`src/rtl/wb_lsu.sv`:
```
`default_nettype none
// ============================================================================
// Module   : wb_lsu
// Brief    : Load/store unit acting as a single-beat classic Wishbone master.
//            Decodes byte/half/word requests into a byte select, runs one
//            bus cycle with error/timeout handling and returns extended load
//            data.
// Revision : 1.0  initial release
// ============================================================================
module wb_lsu #(
    parameter int XLEN       = 32,
    parameter int ADDR_WIDTH = 30,
    parameter int TIMEOUT    = 255
) (
    input  logic                  clk_i,
    input  logic                  rst_n_i,
    input  logic                  req_i,
    input  logic                  we_i,
    input  logic [XLEN-1:0]       addr_i,
    input  logic [1:0]            size_i,
    input  logic                  unsigned_i,
    input  logic [XLEN-1:0]       wdata_i,
    output logic                  busy_o,
    output logic                  done_o,
    output logic                  err_o,
    output logic [XLEN-1:0]       rdata_o,
    output logic                  wb_cyc_o,
    output logic                  wb_stb_o,
    output logic                  wb_we_o,
    output logic [ADDR_WIDTH-1:0] wb_adr_o,
    output logic [3:0]            wb_sel_o,
    output logic [XLEN-1:0]       wb_dat_o,
    input  logic [XLEN-1:0]       wb_dat_i,
    input  logic                  wb_ack_i,
    input  logic                  wb_err_i
);

    // Counter wide enough to reach TIMEOUT; a disabled timeout still needs one bit.
    localparam int            CW    = (TIMEOUT < 1) ? 1 : $clog2(TIMEOUT + 1);
    localparam logic [CW-1:0] C_TMO = CW'(TIMEOUT);

    typedef enum logic [1:0] {
        S_IDLE = 2'd0,
        S_BUS  = 2'd1,
        S_RESP = 2'd2
    } state_t;

    state_t                r_state;
    state_t                w_state_nxt;
    logic                  r_err;
    logic                  w_err_nxt;
    logic                  r_we;
    logic [1:0]            r_addr_lo;
    logic [1:0]            r_size;
    logic                  r_unsigned;
    logic [ADDR_WIDTH-1:0] r_adr;
    logic [3:0]            r_sel;
    logic [XLEN-1:0]       r_wdata;
    logic [XLEN-1:0]       r_rdata;
    logic [CW-1:0]         r_cnt;

    logic                  w_misaligned;
    logic [3:0]            w_sel;
    logic                  w_tmo;
    logic [XLEN-1:0]       w_shifted;
    logic [XLEN-1:0]       w_ext;

    // Request decode: alignment check and byte-lane select.
    always_comb begin
        w_misaligned = 1'b0;
        w_sel        = 4'b1111;
        case (size_i)
            2'b00: w_sel = 4'b0001 << addr_i[1:0];
            2'b01: begin
                w_sel        = addr_i[1] ? 4'b1100 : 4'b0011;
                w_misaligned = addr_i[0];
            end
            2'b10: w_misaligned = (addr_i[1:0] != 2'b00);
            default: w_misaligned = 1'b1;
        endcase
    end

    // Load data alignment and sign/zero extension from the registered request.
    always_comb begin
        w_shifted = wb_dat_i >> {r_addr_lo, 3'b000};
        case (r_size)
            2'b00:   w_ext = {{(XLEN-8){~r_unsigned & w_shifted[7]}}, w_shifted[7:0]};
            2'b01:   w_ext = {{(XLEN-16){~r_unsigned & w_shifted[15]}}, w_shifted[15:0]};
            default: w_ext = w_shifted;
        endcase
    end

    assign w_tmo = (TIMEOUT != 0) && (r_cnt == C_TMO);

    // Next-state and error-flag logic; err outranks ack, ack outranks timeout.
    always_comb begin
        w_state_nxt = r_state;
        w_err_nxt   = r_err;
        case (r_state)
            S_IDLE: begin
                if (req_i) begin
                    w_state_nxt = w_misaligned ? S_RESP : S_BUS;
                    w_err_nxt   = w_misaligned;
                end
            end
            S_BUS: begin
                if (wb_err_i) begin
                    w_state_nxt = S_RESP;
                    w_err_nxt   = 1'b1;
                end else if (wb_ack_i) begin
                    w_state_nxt = S_RESP;
                    w_err_nxt   = 1'b0;
                end else if (w_tmo) begin
                    w_state_nxt = S_RESP;
                    w_err_nxt   = 1'b1;
                end
            end
            S_RESP:  w_state_nxt = S_IDLE;
            default: w_state_nxt = S_IDLE;
        endcase
    end

    // State and error-flag registers.
    always_ff @(posedge clk_i or negedge rst_n_i) begin
        if (!rst_n_i) begin
            r_state <= S_IDLE;
            r_err   <= 1'b0;
        end else begin
            r_state <= w_state_nxt;
            r_err   <= w_err_nxt;
        end
    end

    // Request capture, wait counter and load-data register.
    always_ff @(posedge clk_i or negedge rst_n_i) begin
        if (!rst_n_i) begin
            r_we       <= 1'b0;
            r_addr_lo  <= 2'b00;
            r_size     <= 2'b00;
            r_unsigned <= 1'b0;
            r_adr      <= '0;
            r_sel      <= 4'b0000;
            r_wdata    <= '0;
            r_rdata    <= '0;
            r_cnt      <= '0;
        end else begin
            if (r_state == S_IDLE && req_i) begin
                r_we       <= we_i;
                r_addr_lo  <= addr_i[1:0];
                r_size     <= size_i;
                r_unsigned <= unsigned_i;
                r_adr      <= addr_i[ADDR_WIDTH+1:2];
                r_sel      <= w_sel;
                r_wdata    <= wdata_i;
                r_cnt      <= '0;
            end else if (r_state == S_BUS && !w_tmo) begin
                r_cnt <= r_cnt + 1'b1;
            end
            if (r_state == S_BUS && wb_ack_i && !wb_err_i && !r_we) begin
                r_rdata <= w_ext;
            end
        end
    end

    assign busy_o   = (r_state != S_IDLE);
    assign done_o   = (r_state == S_RESP);
    assign err_o    = (r_state == S_RESP) & r_err;
    assign rdata_o  = r_rdata;
    assign wb_cyc_o = (r_state == S_BUS);
    assign wb_stb_o = (r_state == S_BUS);
    assign wb_we_o  = (r_state == S_BUS) & r_we;
    assign wb_adr_o = r_adr;
    assign wb_sel_o = r_sel;
    assign wb_dat_o = r_wdata;

endmodule
`default_nettype wire

```
`config.mk`:
```
export PLATFORM = sky130hd
export DESIGN_NAME = wb_lsu
export DESIGN_NICKNAME = d
export VERILOG_FILES = /design/src/rtl/wb_lsu.sv
export SDC_FILE = /design/constraint.sdc
export NUM_CORES = 1
export LEC_CHECK = 0
export CORE_MARGIN = 1
export CORE_UTILIZATION = 43
export DETAILED_ROUTE_END_ITERATION = 7
export PLACE_DENSITY = 0.78
export SLEW_MARGIN = 5
export SYNTH_ARGS = -nofsm -noshare
export SYNTH_HDL_FRONTEND = slang
export SYNTH_SLANG_ARGS = --single-unit
```
`constraint.sdc`:
```
create_clock -name clk_i -period 2.4 [get_ports clk_i]
set_clock_uncertainty 0.1 [all_clocks]
set_input_delay 0.36 -clock clk_i [delete_from_list [all_inputs] [get_ports clk_i]]
set_output_delay 0.36 -clock clk_i [all_outputs]
set_load 0.03 [all_outputs]
```
=== After elaboration in Yosys (flattened, before gate mapping) ===
Cells that the tools add are included.

* Latch bits: 0
* Word-level logic and storage cells: 61
* Bits in writable memories: 0
* Memories kept: 0
* Memory bits (read-only): 0
* Flip-flop bits (word level): 115
* Bits of input ports: 105
* Output and inout port bits: 104

* Reduce and logical (&&, ||, !) cells: 17
* Multiply operators: 0
* Shifts and indexed selects: 2
* Mux-type cells: 17
* Magnitude comparators: 0
* Add/subtract/negate cells: 1
* Equality and inequality tests: 8
* Divide/modulo/power cells: 0
* Bitwise logic cells: 5

{| class="wikitable"
|+ Operators by type and width
! cell !! number
|-
| case mux 32 bit (2 select lines) || 1
|-
| >> shifter 32 x 5 -> 32 bit || 1
|-
| two-way mux 8 bit || 2
|-
| two-way mux 2 bit || 5
|-
| adder 8 x 1 -> 8 bit, second input constant || 1
|-
| equality test 8 bit, second input constant || 1
|-
| case mux 4 bit (2 select lines) || 1
|-
| nonzero test 2 bit || 4
|-
| equality test 2 x 1 -> 1 bit, second input constant || 3
|-
| logical NOT 2 bit || 3
|-
| logical AND 1 bit || 5
|-
| AND 1 bit || 4
|-
| equality test 2 bit, second input constant || 2
|-
| two-way mux 1 bit || 4
|-
| two-way mux 4 bit || 1
|-
| != test 4 x 1 -> 1 bit, second input constant || 1
|-
| case mux 2 bit (2 select lines) || 1
|-
| left shift 1 x 2 -> 4 bit, first input constant || 1
|-
| logical NOT 1 bit || 3
|-
| case mux 1 bit (3 select lines) || 1
|-
| AND reduction 3 bit || 1
|-
| != test 2 bit, second input constant || 1
|-
| case mux 1 bit (2 select lines) || 1
|-
| AND reduction 2 bit || 1
|-
| inverter 1 bit || 1
|}

=== Logic depth before layout (Yosys ltp) ===
* Depth in word-level cells: 5
* Mapped depth: 7

=== Worst setup path after synthesis ===
Ideal clock, no wire load.

* Path type: reg-to-output
* From: register r_state[0]
* To: output wb_we_o
* Buffers on the path: 2
* Arrival: 1.357 ns
* Setup slack: 0.583 ns
* Cell stages (with the launch flop): 6
* Cell sequence: dfrtp_1 -> buf_2 -> nand2b_1 -> clkbuf_1 -> inv_1 -> and2_1

* Longest elaborated chain between the ends: 2

{| class="wikitable"
|+ Ends and longest elaborated chain
! element !! RTL line !! source
|-
| start, declared || 48 || <nowiki>state_t r_state;</nowiki>
|-
| start signal, assigned || 129 || <nowiki>r_state <= w_state_nxt;</nowiki>
|-
| equality test 2 x 1 -> 1 bit || - ||
|-
| via wb_cyc_o || 27 || <nowiki>output logic wb_cyc_o,</nowiki>
|-
| AND 1 bit || 171 || <nowiki>assign wb_we_o = (r_state == S_BUS) & r_we;</nowiki>
|-
| end, declared || 29 || <nowiki>output logic wb_we_o,</nowiki>
|}

The timed path passes the listed nets, and every way through them passes these cells.

=== Final worst setup path ===
* From: register r_state[0]
* To: output err_o

* Longest elaborated chain between the ends: 2

{| class="wikitable"
|+ Ends and longest elaborated chain
! element !! RTL line !! source
|-
| equality test 2 bit || 167 || <nowiki>assign err_o = (r_state == S_RESP) & r_err;</nowiki>
|-
| AND 1 bit || 167 ||
|-
| end, declared || 25 || <nowiki>output logic err_o,</nowiki>
|}

No other way between the ends.

==> results by stage <==
Run status:
- The flow ran to the end, and the final reports show no timing, DRC or antenna violations.

Logic synthesis:
- The number of nets produced by synthesis is about 650.
- Yosys attributes the largest share of cell area to dfrtp_1, nand2_1, mux2i_1, o22a_1, nor2_1.
- After synthesis, the share of flip-flops with an asynchronous set or reset is 100%.
- The cell taking the most area after synthesis is dfrtp_1.
- Summed over its instances, the top area cell type makes up 56.7% of the synthesized netlist area.
- The synthesized design contains 115 register bits.
- By count the netlist is led by nand2_1, dfrtp_1, nor2_1.
- The primary flip-flop cell chosen by synthesis mapping is dfrtp_1.
- The mean area per synthesized cell is 9.41 sq um.
- The post-synthesis sequential area ratio is 56.7%.
- The unique cell type count in the Yosys netlist is 44.
- The cell with the most instances after synthesis is nand2_1.
- After technology mapping, the gate count stands at 540.
- The cell area after technology mapping is 5080 sq um.
- The number of enable-type register cells in the synthesized netlist is 0.
- The count of synthesis-stage warnings from yosys is 0.

Route:
- The post-detailed-route DRC marker count is 0.
- The residual antenna-violating net count after detailed routing is 0.
- The number of vias per cell is roughly 5.2.
- In this run, the number of DRC markers left after iteration 0 of detailed routing was approximately 270.
- In the final routed layout, each cell accounts on average for 16.7 microns.
- The routed design has 15200 microns of wire.
- The routed via count is 4735.
- The first TritonRoute pass finished after 5 iterations.

Floorplan:
- 209 I/O pins were placed.
- The die covers 12300 sq um.
- The floorplan step set the die height to 111 microns.
- The initial core utilization is 44.3%.
- The floorplan step set the die width to 111 microns.
- In this run the core area contains 39 standard-cell rows.
- In this run the standard cell core region covers 11500 sq um.

Worst setup path:
- At the worst endpoint, the required time is between 1.5 and 2 ns.
- STA classifies the critical path startpoint as a flip-flop.
- The worst setup path is of the reg -> out kind.
- The destination of the worst register-to-register timing path is rdata_o[19]$_DFFE_PN0P_.
- Walking the worst path, the cells encountered are nor2b_1, and2_1, clkdlybuf4s50_1.
- The longest individual stage delay on the worst path is 0.66 ns.
- The top cell family by delay on the critical path is buffers and inverters.
- On the critical path, the stage with the largest delay is an instance of clkdlybuf4s50_1.
- The maximum net fanout on the critical path is 8.
- The worst endpoint data arrival time is 1.84 ns.
- Measured in cells, the most critical reg-to-reg path has a length of 4.
- Across all register-to-register paths, the minimum setup slack is approximately 0.43 ns.
- The worst setup path is captured at an output port.
- The startpoint identified for the worst register-to-register timing path is r_addr_lo[1]$_DFFE_PN0P_.
- The count of buffer and inverter cells on the critical path is 1.

Layout:
- The summed area of non-filler cells in the final layout is 7960 sq um.
- Compared with the post-synthesis result, the final layout area differs by 56.6%.
- For this run, the post-layout net count is 856.
- The number of antenna repair diodes is 0.
- Of the cells placed in the final design, the portion with a size suffix greater than 1 is 8.13%.
- Measured on the finished design, the core utilization comes to 69.4%.

CTS:
- The H-tree was split into 4 levels.
- The clock net sink count is 115.
- The worst-case clock buffer depth is 2.
- Clock-pin slew was measured on the worst setup and hold paths at 0.05 ns.
- TritonCTS built the clock tree.
- The setup fix buffers added after clock tree synthesis is 0.
- The cell at the root of the clock tree is clkbuf_16.
- The number of buffers inserted during clock tree synthesis is 17.
- The source-to-sink clock delay at the later pin of the worst-skew pair is roughly 0.40 ns.

STA:
- The clock period could shrink to 2.30 ns.
- The number of hold violations in the final report is 0.
- The final-layout worst hold slack is about 0.37 ns.
- The slew of the pin with the lowest slew margin is between 0.6 and 0.7 ns.
- The number of pins with negative max-slew slack in the final report is 0.
- The setup slack of the critical path after layout is 0.0975 ns.
- Summed over all failing endpoints, the final setup total negative slack is 0 ns.
- Setup repair after global routing left no endpoint under its margin.
- The highest attainable clock frequency is between 400 and 500 MHz.
- The worst max-slew margin expressed relative to the limit is about 57%.
- The ratio of final minimum period to clock period is 95.9%.
- The number of failing setup endpoints in the final timing report is 0.

Min path:
- The path class of the lowest-slack min-delay path is in -> async.

Global route:
- The layer with the highest usage is met2.
- The via count of the first global-routing pass is slightly below 5000.
- The total overflow reported by the global router is 0.
- For this run, global-route usage on met2 was measured as 42.2%.
- The met3 layer usage reported by global route is 9.84%.
- The number of antenna violations at the first check in global routing is 0.
- Global routing consumed, over all layers together, 25.8% of the routing resources.
- In the global route stage, met1 resource usage came out at 29.8%.
- The first global-routing pass estimated 24800 microns of wire.
- The largest net degree at the start of global routing is between 50 and 60.

Placement:
- During placement, the flow inserted port buffers numbering 208.
- The placed instances occupy a cell area of 7350 sq um.
- The final weighted congestion in routability-driven placement is between 0.9 and 1.
- The half-perimeter wire length of the detailed placement result is ~11000 microns.
- The pre-CTS setup slack is approximately 0.10 ns.

Flow run:
- Max-cap violations in this run came to 0.

Power:
- The power density of the placed cells is 1170 nW/um^2.
- Summed over all cells, the static leakage comes to ~0.0036 uW.
- The worst IR drop on VDD is slightly below 800 uV.
## stage by stage
| step | total power, uW | std cells |
|---|---|---|
| floorplan | 4980 | 540 |
| global placement | 6630 | 873 |
| detailed placement | 6720 | 873 |
| CTS | 9340 | 906 |
| global route | 9680 | 906 |
| finish | 9270 | 906 |
## metal layers
metal / vias up / part of all wire, %
li1: 2206 / -
met4: 0 / 2.7
met2: 218 / 49
met5: - / 0
met3: 29 / 9.3
met1: 2282 / 39
## how the worst max path moves through the flow
| stage | from | endpoint | slack (ns) | cells past startpoint |
|---|---|---|---|---|
| 6_report | r_state[0]$_DFFE_PN0P_ | err_o | 0.1 | 3 |
| 5_1_grt | r_state[0]$_DFFE_PN0P_ | err_o | 0.003 | 3 |
| 4_1_cts | r_state[1]$_DFFE_PN0P_ | wb_cyc_o | 0.07 | 3 |
| 3_5_place_dp | wb_dat_i[23] | rdata_o[19]$_DFFE_PN0P_ | 0.10 | 5 |
| 3_3_place_gp | wb_dat_i[23] | rdata_o[25]$_DFFE_PN0P_ | 0.15 | 5 |
| 2_1_floorplan | r_state[0]$_DFFE_PN0P_ | wb_we_o | 0.58 | 5 |
## registers in the layout, summed over array words and instances (netlist names)
signal      cells
wb_sel_o        4
r_size          2
r_err           1
r_state         2
r_we            1
r_cnt           8
r_addr_lo       2
wb_adr_o       30
wb_dat_o       32
rdata_o        32
r_unsigned      1
## kinds of logic (layout without fill, tap and decap cells)
| logic type | Yosys count | in the layout | share of synthesized area [%] |
|---|---|---|---|
| DFF | 115 | 115 | 56.7 |
| and+or+nand+nor | 284 | 284 | 23.2 |
| adders and majority gates | 1 | 1 | 0.246 |
| muxes | 25 | 25 | 5.39 |
| buffers and inverters | 36 | 259 | 3.18 |
| AOI/OAI and AO/OA | 77 | 77 | 11.0 |
| xor gates and xnor gates | 2 | 2 | 0.345 |
## final cells by class
class                           count  area, sq um
Tap cell                          143          179
Timing Repair Buffer              224         2240
Inverter                            3         11.3
Multi-Input combinational cell    389         2050
Fill cell                         882         3510
Clock buffer                       21          440
Clock inverter                     11          160
Sequential cell                   115         2880
## what timing repair did
item                                    4_1_cts  5_1_grt
hold buffers                                  1        0
resized for setup                             1        0
endpoints found under the setup margin        1        0
endpoints found under the hold margin        32        0
## power breakdown
group / switching (uW) / total [uW] / internal [uW]
logic: 2150 / 3770 / 1620
clock network: 850 / 2570 / 1720
registers: 395 / 2930 / 2530
total: 3390 / 9270 / 5880
## placed cells by master (no fill, tap or decap), types with 4 or more instances in the layout
cell	n
nand2_1	214
clkdlybuf4s50_1	206
dfrtp_1	115
nor2_1	29
a21oi_1	21
clkbuf_16	17
o22a_1	16
mux2i_1	15
buf_4	13
and2_1	10
nor2b_1	9
mux2_2	9
o2bb2ai_1	8
nand2b_1	7
a211oi_1	7
clkinv_2	5
a31oi_1	4
o21ai_0	4
bufinv_16	4
clkbuf_1	4
No activity file was read; power rests on OpenSTA's default activity.
==> RTL edit (same flow settings) <==
`XLEN`: 32 -> 64.
--- a/src/rtl/wb_lsu.sv
+++ b/src/rtl/wb_lsu.sv
@@ -10,3 +10,3 @@
 module wb_lsu #(
-    parameter int XLEN       = 32,
+    parameter int XLEN       = 64,
     parameter int ADDR_WIDTH = 30,
Interface: changed (5 resized); port bits go from 209 to 369. The function was not compared with the original's and may differ.
==> RTL edit against the original RTL <==
  * Worst setup slack worse by 0.048 ns
  * Critical path depth is 1 lower
  * Die area increased by 60%
  * Area after synthesis grew 61%
  * Combinational power is 74% higher
  * Non-clock buffer count is 138 higher
  * Clock power increased by 14%
  * Cell area increased by 57%
  * Sequential power increased by 59%
  * Wire length rose by 78%
  * Power increased by 53%
  * Sequential share of layout area decreased by 0.33 points
  * Critical endpoint is now done_o
  * Sequential cell count grew 64
  * Critical path type unchanged
==> RTL edit: results (changes against the original RTL) <==
** Run status
- The flow ran to the end, and the final reports show no timing, DRC or antenna violations.

** Synthesis
- Syn Nets :: 1,073 (+66%)
- Post-Synthesis Mean Instance Area :: 9.41 um2 (about the same)
- Yosys cell types :: 45 (+2.3%)
- The multiplexer share of the synthesized area is 7.04% (+1.6 points).
- Compound-cell area share of the yosys netlist :: 10.8% (-0.17 points)

** Finish
- Multi-input combinational gate total :: 626 (+61%)
- Clock network area share :: 4.82% (-2.7 points)
- The number of clock buffers in the layout was 18 (-14%).
- Fillers :: 1,499 (+70%)
- Num sequential :: 179 (+56%)
- Antenna cells :: 1 (+1)
- The multi-input gate share of total cell area was 27.3% (+1.5 points).

** CTS
- Clock-pin slew on the worst setup and hold paths :: 0.07 ns (+0.02 ns)

** Placement
- Placed instance area :: 11,900 um2 (+62%)
- The sum of net half-perimeters after detailed placement was 19,500 um (+75%).
- The count of buffers inserted at the top-level ports is 336 (+62%).
- The worst setup timing slack at the placement stage was 0.0738 ns (-0.0307 ns).
- GP Congestion :: 0.950 (-2.5%)

** Pwr
- The peak supply drop came to 0.514 mV (-34%).

** Route
- The detailed-route wire length per cell was 18.8 um (+12%).
- The total vias in the final route came to 7,578 (+60%).
- First DRT Iteration DRCs :: 492 (+85%)

** Timing
- The final hold slack is 0.352 ns (-0.0206 ns).
- The worst slew slack as a fraction of its limit came to 56.9% (-0.52 points).

** Global route
- Initial antenna violation count :: 1 (+1)
- First-pass GRT wire length :: 42,300 um (+71%)
- The global router's overall resource usage was 28.3% (+2.5 points).

** Critical path
- WP data arrival :: 1.89 ns (+0.05 ns)
- The slack of the worst reg-to-reg path is 0.39 ns (-0.04 ns).

** Min path
- The path class of the tightest hold or removal check is input port to register.
RTL edit: kinds of logic (layout without fill, tap and decap cells):
| logic type | after synthesis | count (layout) |
|---|---|---|
| and+or+nand+nor | 457 | 457 |
| muxes | 43 | 43 |
| AOI/OAI and AO/OA | 123 | 123 |
| other | 0 | 1 |
| buffers and inverters | 66 | 396 |
| DFF | 179 | 179 |
| xor gates and xnor gates | 2 | 2 |
| adders and majority gates | 1 | 1 |
RTL edit: metal layers:
| layer | vias up | wire (um) | track usage (%) |
|---|---|---|---|
| met5 | - | 0 | 0 |
| met4 | 0 | 540 | 8.27 |
| met3 | 34 | 2110 | 8.10 |
| li1 | 3570 | - | - |
| met1 | 3642 | 11200 | 35.9 |
| met2 | 332 | 13100 | 46.9 |
RTL edit: worst paths after layout:
check / from / to / depth (start not counted)
max: r_state[1] / done_o / 2
min: addr_i[5] / wb_adr_o[3] / 3
max reg2reg: r_state[0] / rdata_o[32] / 6
min reg2reg: wb_dat_o[48] / wb_dat_o[48] / 2
max in group asynchronous: rst_n_i / wb_dat_o[11] / 3
min in group asynchronous: rst_n_i / wb_adr_o[2] / 2
RTL edit: power breakdown:
group          switching (uW)  total, uW  internal [uW]
combinational            3780       6560           2780
clock                    1260       2920           1660
sequential                665       4660           4000
total                    5710      14100           8440
RTL edit: what timing repair did:
action	in CTS	in global routing
setup buffers	0	0
gates resized for setup	4	3
hold buffers	1	0
endpoints found under the hold margin	52	0
endpoints found under the setup margin	4	2
RTL edit: worst min-delay path, cell delays in order:
cell	delay [ns]
clkdlybuf4s50_1	0.40
nand2_1	0.05
nand2_1	0.04
